$ cat config.mk
export PLATFORM = sky130hd
export DESIGN_NAME = tlb_search_arbiter
export DESIGN_NICKNAME = d
export VERILOG_FILES = /design/src/rtl/tlb_search_arbiter.sv
export SDC_FILE = /design/constraint.sdc
export NUM_CORES = 1
export LEC_CHECK = 0
export CAP_MARGIN = 10
export CELL_PAD_IN_SITES_DETAIL_PLACEMENT = 1
export CELL_PAD_IN_SITES_GLOBAL_PLACEMENT = 1
export CORE_UTILIZATION = 29
export CTS_CLUSTER_SIZE = 10
export DETAILED_ROUTE_END_ITERATION = 6
export PLACE_DENSITY = 0.86
export SYNTH_ARGS = -nofsm -noshare
export SYNTH_HDL_FRONTEND = slang
export SYNTH_SLANG_ARGS = --single-unit
$ cat constraint.sdc
create_clock -name clk -period 4 [get_ports clk]
set_input_delay 1 -clock clk [delete_from_list [all_inputs] [get_ports clk]]
set_output_delay 1 -clock clk [all_outputs]
set_load 0.03 [all_outputs]
$ cat src/rtl/tlb_search_arbiter.sv
// -----------------------------------------------------------------------------
// tlb_search_arbiter
//
// Lets the instruction-fetch side and the data side share one TLB search port.
// The arbiter accepts one lookup at a time:
//    IDLE   : arbitrate, pulse the winner's ack, latch its payload into s_*
//    LOOKUP : s_* held stable; capture the combinational TLB result into rsp_*
//             (retried while tlb_write is high)
//    RESP   : pulse the owner's rsp_valid for one cycle
//
// Arbitration (default build): fixed priority data > inst, with a starvation
// guard. After STARVE_LIMIT consecutive lost contested arbitrations, inst wins
// the next contested one.
// Optional build macro TLBARB_RR_EN: round-robin between the two sides when
// both request, based on the last grant.
//
// Ports:
//    clk, reset                  clock, asynchronous active-high reset
//    inst_req/vpn2/odd_page/asid instruction lookup request and payload
//    inst_cancel                 drop the instruction lookup / ignore inst_req
//    inst_ack, inst_rsp_valid    instruction accept pulse, result-valid pulse
//    data_*                      data-side equivalents
//    rsp_found/index/pfn/c/d/v   shared registered result, valid with rsp_valid
//    s_vpn2/odd_page/asid        TLB search port (registered)
//    s_found/index/pfn/c/d/v     TLB search result (combinational, same cycle)
//    tlb_write                   TLB entry written this cycle
//    busy                        arbiter not in IDLE
// -----------------------------------------------------------------------------
module tlb_search_arbiter #(
   parameter int STARVE_LIMIT = 4
) (
   input  logic        clk,
   input  logic        reset,
   // instruction requester
   input  logic        inst_req,
   input  logic [18:0] inst_vpn2,
   input  logic        inst_odd_page,
   input  logic [7:0]  inst_asid,
   input  logic        inst_cancel,
   output logic        inst_ack,
   output logic        inst_rsp_valid,
   // data requester
   input  logic        data_req,
   input  logic [18:0] data_vpn2,
   input  logic        data_odd_page,
   input  logic [7:0]  data_asid,
   input  logic        data_cancel,
   output logic        data_ack,
   output logic        data_rsp_valid,
   // shared result
   output logic        rsp_found,
   output logic [3:0]  rsp_index,
   output logic [19:0] rsp_pfn,
   output logic [2:0]  rsp_c,
   output logic        rsp_d,
   output logic        rsp_v,
   // TLB search port
   output logic [18:0] s_vpn2,
   output logic        s_odd_page,
   output logic [7:0]  s_asid,
   input  logic        s_found,
   input  logic [3:0]  s_index,
   input  logic [19:0] s_pfn,
   input  logic [2:0]  s_c,
   input  logic        s_d,
   input  logic        s_v,
   input  logic        tlb_write,
   output logic        busy
);

   typedef enum logic [1:0] {
      IDLE   = 2'd0,
      LOOKUP = 2'd1,
      RESP   = 2'd2
   } state_t;

   localparam logic OWN_INST = 1'b0;
   localparam logic OWN_DATA = 1'b1;

   state_t state_r;
   logic   owner_r;
   logic   rsp_valid_r;

`ifdef TLBARB_RR_EN
   logic   last_grant_r;
`else
   localparam int CNT_W = $clog2(STARVE_LIMIT + 1);
   localparam logic [CNT_W-1:0] STARVE_MAX = CNT_W'(STARVE_LIMIT);
   logic [CNT_W-1:0] starve_cnt_r;
`endif

   logic inst_pend_s;
   logic data_pend_s;
   logic grant_inst_s;
   logic grant_data_s;
   logic owner_cancel_s;

   // A cancelled requester is invisible to arbitration in that cycle.
   assign inst_pend_s = inst_req & ~inst_cancel;
   assign data_pend_s = data_req & ~data_cancel;

   // Grant decision, only taken in IDLE.
   always_comb begin
      grant_inst_s = 1'b0;
      grant_data_s = 1'b0;
      if (state_r == IDLE) begin
         if (inst_pend_s && data_pend_s) begin
`ifdef TLBARB_RR_EN
            if (last_grant_r == OWN_DATA) begin
               grant_inst_s = 1'b1;
            end else begin
               grant_data_s = 1'b1;
            end
`else
            if (starve_cnt_r == STARVE_MAX) begin
               grant_inst_s = 1'b1;
            end else begin
               grant_data_s = 1'b1;
            end
`endif
         end else if (inst_pend_s) begin
            grant_inst_s = 1'b1;
         end else if (data_pend_s) begin
            grant_data_s = 1'b1;
         end else begin
            grant_inst_s = 1'b0;
            grant_data_s = 1'b0;
         end
      end else begin
         grant_inst_s = 1'b0;
         grant_data_s = 1'b0;
      end
   end

   // The ack must land in the same IDLE cycle as the grant to keep the
   // ack(N) -> rsp_valid(N+2) latency, so it is decoded from the grant and
   // forced low while reset is held.
   assign inst_ack = grant_inst_s & ~reset;
   assign data_ack = grant_data_s & ~reset;

   assign owner_cancel_s = (owner_r == OWN_INST) ? inst_cancel : data_cancel;

   // The owner's cancel also kills the response pulse during RESP.
   assign inst_rsp_valid = rsp_valid_r & (owner_r == OWN_INST) & ~inst_cancel;
   assign data_rsp_valid = rsp_valid_r & (owner_r == OWN_DATA) & ~data_cancel;

   assign busy = (state_r != IDLE);

   // Lookup sequencer: arbitration state, search-port registers and result capture.
   always_ff @(posedge clk or posedge reset) begin
      if (reset) begin
         state_r      <= IDLE;
         owner_r      <= OWN_INST;
         rsp_valid_r  <= 1'b0;
         s_vpn2       <= 19'd0;
         s_odd_page   <= 1'b0;
         s_asid       <= 8'd0;
         rsp_found    <= 1'b0;
         rsp_index    <= 4'd0;
         rsp_pfn      <= 20'd0;
         rsp_c        <= 3'd0;
         rsp_d        <= 1'b0;
         rsp_v        <= 1'b0;
`ifdef TLBARB_RR_EN
         last_grant_r <= OWN_DATA;
`else
         starve_cnt_r <= '0;
`endif
      end else begin
         case (state_r)
            IDLE: begin
               rsp_valid_r <= 1'b0;
               if (grant_inst_s || grant_data_s) begin
                  owner_r    <= grant_data_s ? OWN_DATA : OWN_INST;
                  s_vpn2     <= grant_data_s ? data_vpn2     : inst_vpn2;
                  s_odd_page <= grant_data_s ? data_odd_page : inst_odd_page;
                  s_asid     <= grant_data_s ? data_asid     : inst_asid;
                  state_r    <= LOOKUP;
`ifdef TLBARB_RR_EN
                  last_grant_r <= grant_data_s ? OWN_DATA : OWN_INST;
`else
                  // Count only contested rounds that inst lost.
                  if (grant_inst_s) begin
                     starve_cnt_r <= '0;
                  end else if (inst_pend_s && (starve_cnt_r != STARVE_MAX)) begin
                     starve_cnt_r <= starve_cnt_r + CNT_W'(1);
                  end else begin
                     starve_cnt_r <= starve_cnt_r;
                  end
`endif
               end else begin
                  state_r <= IDLE;
               end
            end
            LOOKUP: begin
               if (owner_cancel_s) begin
                  state_r <= IDLE;
               end else if (tlb_write) begin
                  // The result may straddle the write; try again next cycle.
                  state_r <= LOOKUP;
               end else begin
                  rsp_found   <= s_found;
                  rsp_index   <= s_index;
                  rsp_pfn     <= s_pfn;
                  rsp_c       <= s_c;
                  rsp_d       <= s_d;
                  rsp_v       <= s_v;
                  rsp_valid_r <= 1'b1;
                  state_r     <= RESP;
               end
            end
            RESP: begin
               rsp_valid_r <= 1'b0;
               state_r     <= IDLE;
            end
            default: begin
               rsp_valid_r <= 1'b0;
               state_r     <= IDLE;
            end
         endcase
      end
   end

endmodule

==> results.yml <==
drt:
  dr.pass1.iters: 4
  antenna_left: 0
  drc: 0
  via_count: 2375
  drt_iter0_markers: 41
  drt_wl_total_um: 8870
  via_per_inst: 4.82
  wl_per_cell_um: 18.0
min_path:
  whs_path_depth: 1
  min_to: "rsp_index[3]"
  min_from: "rsp_index[3]"
  hold_path.class: "register to register"
power_and_ir_drop:
  p_leak_nw: 1.94
  power_mw: 3.38
  combinationalPowerShare_pct: 47.5
  clkPwrFrac_pct: 20.9
  power_density_mw_per_mm2: 713
  ir_drop_mv: 0.399
  p_sw_mw: 1.27
  sequentialPowerShare_pct: 31.6
  p_int_mw: 2.10
  swShare_pct: 37.7
clock_network:
  clockBufferDepth: 2
  post_cts_resized: 0
  clock-sinks: 65
  htreeDepth: 3
  clock-root-buffer: "clkbuf_8"
  tritoncts: "yes"
  post_cts_buffers: 0
  clkSlewWorstSetupHoldPaths_ns: 0.07
  cts_hold_buf: 0
  cts_buffers: 9
  clock_latency_ns: 0.34
critical_path:
  required_ns: 3.00
  r2r_cells: 4
  crit_type: "input port to primary output"
  r2r_setup_slack_ns: 2.27
  startpoint_type: "input port"
  crit_fanout: 4
  timing.rr.end: "rsp_pfn[11]"
  worstReg2RegStart: "owner_r"
  cp-end-kind: "primary output"
  arrival_ns: 2.49
  crit_start: "inst_cancel"
global_routing:
  grt_pass1_vias: 2749
  grt_pass1_wl_um: 14000
  antenna_found_initial: 0
  grt_max_degree: 66
  track_usage_pct: 18.4
  grt_overflow: 0
placed_design:
  dp.cells: 477
  dp_hpwl_um: 6300
  pre_cts_ws_ns: 0.528
  portBuffers: 155
  gp_congestion: 0.682
  placed_area_sq_mm: 0.00449
timing:
  whs_ns: 0.494
  slew_headroom_pct: 43.8
  tns_ns: 0
  finalSetupViolations: 0
  slew_viol_final: 0
  fin_ws_ns: 0.512
  fin_skew_ns: 0.0113
  fin_crit_ns: 3.49
  hold_viol_final: 0
  period_share_pct: 87.2
  worst_pin_slew_ns: 0.842
  rsz0062_at_grt: "no"
  max_freq_mhz: 287
yosys:
  yosys.area.top_type: "dfrtp_1"
  yosys_most_used_dff: "dfrtp_1"
  avgSynthCellArea_sq_um: 14.0
  yosysTopAreaCellShare_pct: 57.9
  yosysSeqAreaShare_pct: 57.9
  synth_cell_types: 31
  synthTopCellsByCount: "dfrtp_1, a221o_1, mux2_1, nor3b_1, buf_2"
  synth.ff_latch_count: 65
  synth_nets: 296
  postSynthCellCount: 201
  yosysMostFrequentCell: "dfrtp_1"
  async_flop_share_pct: 100
  yosys_warnings: 0
  netlist_area_sq_mm: 0.00281
  synthTopCellsByArea: "dfrtp_1, mux2_1, a221o_1"
  synth_edf_count: 0
finish:
  area_delta_synth_final_pct: 68.8
  diodes: 0
  layout.cells.non_filler: 493
  nFillCells: 991
  fin_nets: 454
  final_core_util_pct: 50.8
  fin_area_sq_mm: 0.00474
  layout-drive-gt1-share_pct: 9.34
floorplan:
  core_sq_mm: 0.00933
  die_h_um: 100
  rows: 35
  boundaryPins: 156
  die-area_sq_mm: 0.0101
  start_util_pct: 30.1
  die_w_um: 100
outcome:
  outcome: "finished clean"
flow_run:
  drv_cap: 0
==> worst max-delay path by stage <==
stage / cells past startpoint / slack, ns / end
2_1_floorplan: 2 / 0.17 / data_ack
3_3_place_gp: 3 / 0.55 / inst_rsp_valid
3_5_place_dp: 3 / 0.53 / inst_rsp_valid
4_1_cts: 3 / 0.51 / inst_rsp_valid
5_1_grt: 3 / 0.43 / inst_rsp_valid
6_report: 3 / 0.51 / inst_rsp_valid
==> cells in the final DEF (no fill, tap or decap), types with 2 or more instances in the layout <==
master | synthesis | layout
clkdlybuf4s50_1 | 0 | 153
dfrtp_1 | 65 | 65
nor3b_1 | 28 | 28
a221o_1 | 28 | 28
mux2_1 | 28 | 28
clkbuf_8 | 0 | 10
buf_4 | 4 | 9
inv_1 | 7 | 6
mux2_2 | 3 | 3
bufinv_16 | 0 | 3
nand2_1 | 2 | 2
nor4b_4 | 1 | 2
nand2b_1 | 2 | 2
nor2_1 | 2 | 2
and2_1 | 2 | 2
ha_1 | 2 | 2
clkinv_4 | 0 | 2
==> per-layer routing <==
| metal | track usage [%] | vias up | part of all wire [%] |
|---|---|---|---|
| li1 | - | 1068 | - |
| met1 | 20.1 | 1210 | 38 |
| met2 | 34.2 | 86 | 55 |
| met3 | 5.08 | 11 | 5.5 |
| met4 | 6.35 | 0 | 1.5 |
| met5 | 0 | - | 0 |
==> power groups by stage <==
stage | logic [mW] | registers, mW | clock network (mW)
2_1_floorplan | 0.378 | 1.57 | 0
3_3_place_gp | 1.59 | 1.05 | 0
3_5_place_dp | 1.62 | 1.08 | 0
4_1_cts | 1.63 | 1.07 | 0.729
5_1_grt | 1.69 | 1.10 | 0.756
6_report | 1.60 | 1.07 | 0.706
==> registers in the layout, summed over array words and instances, names as in the netlist <==
name,count
owner_r,1
rsp_c,3
rsp_d,1
rsp_found,1
rsp_index,4
rsp_pfn,20
rsp_v,1
rsp_valid_r,1
s_asid,8
s_odd_page,1
s_vpn2,19
starve_cnt_r,3
state_r,2
==> critical path, cell delays in order <==
cell	delay, ns
clkdlybuf4s50_1	0.52
nor3_1	0.24
clkdlybuf4s50_1	0.73
==> cell type report <==
cell class              instances  area, sq um  share of cell area, %
flip-flops and latches         65         1630                   34.3
repair buffers                162         1600                   33.7
multi-input cells             114         1070                   22.6
well taps                     129          161                   3.41
clock buffers                  10          138                   2.90
clock inverters                 6          115                   2.43
inverters                       7         26.3                  0.555
==> cell families after synthesis <==
family                     after synthesis  synth area share, %
DFF                                     65                 57.9
buffers and inverters                   22                 4.19
adders and majority gates                2                0.891
AOI/OAI and AO/OA                       36                 12.3
and+or+nand+nor                         44                 11.9
muxes                                   32                 12.8
(Power assumes the default switching activity.)
